==> config.mk <==
export PLATFORM = sky130hd
export DESIGN_NAME = wide_add_sequencer
export DESIGN_NICKNAME = d
export VERILOG_FILES = /design/src/rtl/wide_add_pkg.sv /design/src/rtl/word_select_mux.sv /design/src/rtl/wide_add_sequencer.sv
export SDC_FILE = /design/constraint.sdc
export NUM_CORES = 1
export LEC_CHECK = 0
export ABC_AREA = 1
export CAP_MARGIN = 20
export CORE_MARGIN = 5
export CORE_UTILIZATION = 49
export DETAILED_ROUTE_END_ITERATION = 16
export PLACE_DENSITY = 0.81
export SYNTH_ARGS = -nofsm -noshare
export SYNTH_HDL_FRONTEND = slang
export SYNTH_HIERARCHICAL = 1
export SYNTH_SLANG_ARGS = --single-unit
==> constraint.sdc <==
create_clock -name clk -period 3.2 [get_ports clk]
set_clock_uncertainty 0.05 [all_clocks]
set_input_delay 0.64 -clock clk [delete_from_list [all_inputs] [get_ports clk]]
set_output_delay 0.64 -clock clk [all_outputs]
set_load 0.1 [all_outputs]
==> src/rtl/wide_add_pkg.sv <==
// Shared types and default sizing for the word-serial wide adder sequencer.
package wide_add_pkg;

  typedef enum logic [1:0] {
    ST_IDLE = 2'd0,
    ST_RUN  = 2'd1,
    ST_DONE = 2'd2
  } state_e;

  localparam int DEF_WIDTH = 32;
  localparam int DEF_WORDS = 4;
  localparam int DEF_TOTAL = DEF_WIDTH * DEF_WORDS;

  // Index width; a single-word build still needs a 1-bit index.
  function automatic int idx_bits(input int words);
    return (words > 1) ? $clog2(words) : 1;
  endfunction

endpackage

==> src/rtl/word_select_mux.sv <==
// WORDS:1 selector picking one WIDTH-bit word out of a packed multi-word vector.
module word_select_mux
  import wide_add_pkg::*;
#(
  parameter int WIDTH = DEF_WIDTH,
  parameter int WORDS = DEF_WORDS,
  parameter int IDXW  = idx_bits(DEF_WORDS)
) (
  input  logic [WIDTH*WORDS-1:0] data,
  input  logic [IDXW-1:0]        sel,
  output logic [WIDTH-1:0]       word
);

  logic [WIDTH-1:0] words [WORDS];

  for (genvar gi = 0; gi < WORDS; gi++) begin : g_split
    assign words[gi] = data[gi*WIDTH +: WIDTH];
  end

  // Out-of-range indices (non power-of-two WORDS) select zero.
  always_comb begin
    word = '0;
    for (int i = 0; i < WORDS; i++) begin
      if (sel == IDXW'(i)) word = words[i];
    end
  end

endmodule

==> src/rtl/wide_add_sequencer.sv <==
// Drives one external WIDTH-bit adder word by word, LSW first, to build a
// WIDTH*WORDS-bit add or subtract with the carry held in a register.
module wide_add_sequencer
  import wide_add_pkg::*;
#(
  parameter int WIDTH = DEF_WIDTH,
  parameter int WORDS = DEF_WORDS
) (
  input  logic                   clk,
  input  logic                   rst,
  input  logic                   start,
  input  logic                   sub,
  input  logic [WIDTH*WORDS-1:0] op_a,
  input  logic [WIDTH*WORDS-1:0] op_b,
  input  logic                   cin,
  output logic                   busy,
  output logic                   done,
  output logic [WIDTH*WORDS-1:0] sum,
  output logic                   cout,
  output logic                   ovf,
  output logic [WIDTH-1:0]       add_a,
  output logic [WIDTH-1:0]       add_b,
  output logic                   add_cin,
  input  logic [WIDTH-1:0]       add_s,
  input  logic                   add_cout
);

  localparam int TOTAL = WIDTH * WORDS;
  localparam int IDXW  = idx_bits(WORDS);

  state_e           state_q, state_d;
  logic [IDXW-1:0]  idx_q, idx_d;
  logic             carry_q, carry_d;
  logic [TOTAL-1:0] a_q, a_d;
  logic [TOTAL-1:0] b_q, b_d;
  logic [TOTAL-1:0] sum_q, sum_d;
  logic             cout_q, cout_d;
  logic             ovf_q, ovf_d;

  logic [WIDTH-1:0] a_word;
  logic [WIDTH-1:0] b_word;
  logic             run;

  word_select_mux #(.WIDTH(WIDTH), .WORDS(WORDS), .IDXW(IDXW)) u_sel_a (
    .data (a_q),
    .sel  (idx_q),
    .word (a_word)
  );

  word_select_mux #(.WIDTH(WIDTH), .WORDS(WORDS), .IDXW(IDXW)) u_sel_b (
    .data (b_q),
    .sel  (idx_q),
    .word (b_word)
  );

  // Adder inputs are pure functions of registers, parked at zero outside RUN.
  assign run     = (state_q == ST_RUN);
  assign add_a   = run ? a_word : '0;
  assign add_b   = run ? b_word : '0;
  assign add_cin = run & carry_q;

  assign busy = run;
  assign done = (state_q == ST_DONE);
  assign sum  = sum_q;
  assign cout = cout_q;
  assign ovf  = ovf_q;

  always_comb begin
    state_d = state_q;
    idx_d   = idx_q;
    carry_d = carry_q;
    a_d     = a_q;
    b_d     = b_q;
    sum_d   = sum_q;
    cout_d  = cout_q;
    ovf_d   = ovf_q;

    case (state_q)
      ST_IDLE, ST_DONE: begin
        if (start) begin
          a_d     = op_a;
          b_d     = sub ? ~op_b : op_b;
          carry_d = sub ? 1'b1 : cin;
          idx_d   = '0;
          sum_d   = '0;
          cout_d  = 1'b0;
          ovf_d   = 1'b0;
          state_d = ST_RUN;
        end else begin
          state_d = ST_IDLE;
        end
      end
      ST_RUN: begin
        sum_d[int'(idx_q)*WIDTH +: WIDTH] = add_s;
        carry_d = add_cout;
        idx_d   = idx_q + IDXW'(1);
        if (idx_q == IDXW'(WORDS - 1)) begin
          cout_d  = add_cout;
          // Overflow when the operand signs agree but the result sign differs.
          ovf_d   = (a_q[TOTAL-1] == b_q[TOTAL-1]) && (add_s[WIDTH-1] != a_q[TOTAL-1]);
          state_d = ST_DONE;
        end
      end
      default: state_d = ST_IDLE;
    endcase
  end

  always_ff @(posedge clk) begin
    if (rst) begin
      state_q <= ST_IDLE;
      idx_q   <= '0;
      carry_q <= 1'b0;
      a_q     <= '0;
      b_q     <= '0;
      sum_q   <= '0;
      cout_q  <= 1'b0;
      ovf_q   <= 1'b0;
    end else begin
      state_q <= state_d;
      idx_q   <= idx_d;
      carry_q <= carry_d;
      a_q     <= a_d;
      b_q     <= b_d;
      sum_q   <= sum_d;
      cout_q  <= cout_d;
      ovf_q   <= ovf_d;
    end
  end

endmodule

==> impl_metrics.py <==
metrics = {
    "die": {
        "design.core.area_um2": 36300,
        "die_area_um2": 40400,
        "io-pin-count": 491,
        "fp.dieW_um": 201,
        "rows": 70,
        "fp.dieH_um": 201,
        "initial_core_util": 0.492,
    },
    "global_routing": {
        "grt_max_degree": 163,
        "grt_usage": 0.290,
        "grt_pass1_wl_um": 96600,
        "antenna_found_initial": 9,
        "grt_overflow": 0,
        "grt_pass1_vias": 17800,
    },
    "timing": {
        "fin_crit_ps": 3130,
        "slew-limit-headroom": 0.233,
        "finalCritPeriodShare": 0.979,
        "tightest_slew_ps": 1150,
        "whs_ps": 431,
        "setup_viol": 0,
        "clock.fmax_mhz": 319,
        "grt_setup_unrepaired": "no",
        "tns_ps": 0,
        "slew_viol_final": 0,
        "hold_violations": 0,
    },
    "worst_hold_path": {
        "min_path_type": "flop to flop",
        "hold-path-endpoint": "a_q[35]",
        "whs_path_depth": 2,
        "hold_start": "a_q[35]",
    },
    "synthesis": {
        "muxShareOfSynthArea": 0,
        "netlist_instances": 2424,
        "synth.top_cell.area_share": 0.438,
        "synthAdderAreaFrac": 0.00420,
        "synth-xor-area-share": 0.0627,
        "yosysUniqueCellTypes": 24,
        "synth_fp_nets": 2724,
        "synthTopCellsByArea": "dfxtp_1, nand3_1, nor2_1",
        "yosysTopAreaCell": "dfxtp_1",
        "synth-seq-area-share": 0.438,
        "synth_area_per_cell_um2": 7.37,
        "yosys.area_share.simple": 0.254,
        "synth_compound_area_frac": 0.144,
        "synth_top_family_by_area": "simple AND/OR/NAND/NOR gates",
        "ys_warn_count": 6,
        "synth_area_um2": 17900,
        "synth_seq_cells": 391,
    },
    "critical_path": {
        "r2r_slack_ps": 430,
        "worstPathArrival_ps": 2440,
        "critPathKind": "flop to primary output",
        "reg2reg_depth": 7,
        "r2r_start": "idx_q[0]",
        "required_ps": 2510,
        "startpoint_type": "flop",
        "rr_endpoint": "sum[118]",
        "endpoint_kind": "primary output",
        "worstPathMaxFanout": 43,
    },
    "pwr": {
        "ir_drop_mv": 0.408,
        "total_power_uw": 12700,
        "p_per_area_nw_per_um2": 523,
        "p_leak_uw": 0.00944,
    },
    "clock_tree": {
        "htree_levels": 2,
        "cts_buffer_depth": 3,
        "ctsHoldBuffers": 0,
        "clock-sinks": 391,
        "cts_tree": "built",
        "clk-insertion-delay-late_ps": 520,
        "root_buffer": "clkbuf_16",
        "numCtsBuffers": 41,
        "clkTransAtPathRegs_ps": 70,
    },
    "route": {
        "vias": 18600,
        "firstDrtPassIters": 7,
        "routedWlPerCell_um": 19.0,
        "drc": 0,
        "vias_per_cell": 5.70,
        "drt_iter0_drc": 1850,
        "totalWireLength_um": 62200,
        "drtAntennaViolNets": 0,
    },
    "placed_design": {
        "dp_hpwl_um": 42600,
        "portBuffers": 490,
        "place.gp.congestion": 0.942,
    },
    "finish": {
        "multi_input_area_um2": 8330,
        "area_delta_synth_final_pct": 35.7,
        "layout.area.seq_um2": 7840,
        "fin_nets": 3076,
        "nFillCells": 2910,
        "mostFrequentLayoutCell": "dfxtp_1",
        "final_layout_size_suffix_gt1_frac": 0.111,
        "final_util": 0.668,
        "final_cell_mix": "dfxtp_1, nand3_1, nor2_1",
    },
    "outcome": {
        "outcome": "completed",
    },
    "job": {
        "drv_cap": 0,
    },
}
## Yosys cell counts
master	instances
inv_1	139
nor2_2	4
o21ai_0	257
clkbuf_2	6
nor2_1	371
clkbuf_4	1
nand4_1	65
nand3_1	377
nand3_2	2
buf_6	13
xnor2_1	128
nand3b_1	4
nand2_2	2
clkbuf_1	52
nand2_1	193
buf_4	33
buf_1	10
a21oi_1	257
nor2_4	4
ha_1	6
buf_12	1
inv_2	8
dfxtp_1	391
buf_2	100
## routing by layer
layer  share of wire  GRT usage
met2            0.46      0.457
met3            0.10     0.0711
met5         0.00087          0
met1            0.39      0.379
met4           0.046      0.126
## cell type report
type,instances,area share
clock buffer,62,0.0488
multi-input combinational,1670,0.343
timing repair buffer,525,0.234
antenna,6,0.000619
sequential,391,0.323
tap,468,0.0241
inverter,147,0.0236
clock inverter,5,0.00325
## registers in the layout, summed over array words and instances (netlist names)
register  flops
idx_q         2
carry_q       1
sum         128
ovf           1
cout          1
b_q         128
a_q         128
state_q       2
## metrics by stage
step / std cells / setup WS (ps) / cell area [um2]
after floorplan: 2424 / 177 / 17900
after global placement: 3200 / 478 / 23000
after detailed placement: 3200 / 328 / 23000
after CTS: 3268 / 4.77 / 24200
after global routing: 3273 / 9.14 / 24300
final: 3274 / 68.0 / 24300
## worst max path at each step
stage             start   endpoint  slack (ps)  depth (start not counted)
2_1_floorplan  idx_q[1]  add_a[10]         180                          6
3_3_place_gp   idx_q[0]    sum[54]         480                          7
3_5_place_dp   idx_q[0]   sum[118]         330                          7
4_1_cts        idx_q[1]  add_b[11]           5                          7
5_1_grt        idx_q[1]  add_b[16]           9                          6
6_report       idx_q[1]   add_b[0]          70                          6
## what timing repair did
| item | 4_1_cts | 5_1_grt |
|---|---|---|
| gates resized for setup | 0 | 6 |
| buffers inserted | 1 | 0 |
| setup endpoints to repair | 6 | 20 |
| endpoints found under the hold margin | 0 | 0 |
| pin swaps | 0 | 0 |
## worst max-delay path: stages (launching register included)
cell     delay (ps)
dfxtp_4         720
buf_4           370
nand3_1         110
nand4_1         120
inv_1            50
nor2_1          310
buf_12          230
## cell families after synthesis
family,count (synthesis)
AOI/OAI and AO/OA,514
xor gates and xnor gates,128
and+or+nand+nor,1022
DFF,391
buffers and inverters,363
adders and majority gates,6
## power breakdown
part | leakage [uW] | switching (uW) | internal [uW] | total (uW)
sequential | 0.00322 | 198 | 5200 | 5400
combinational | 0.00560 | 1700 | 983 | 2690
clock | 0.000619 | 1900 | 2700 | 4600
(Power assumes the default switching activity.)
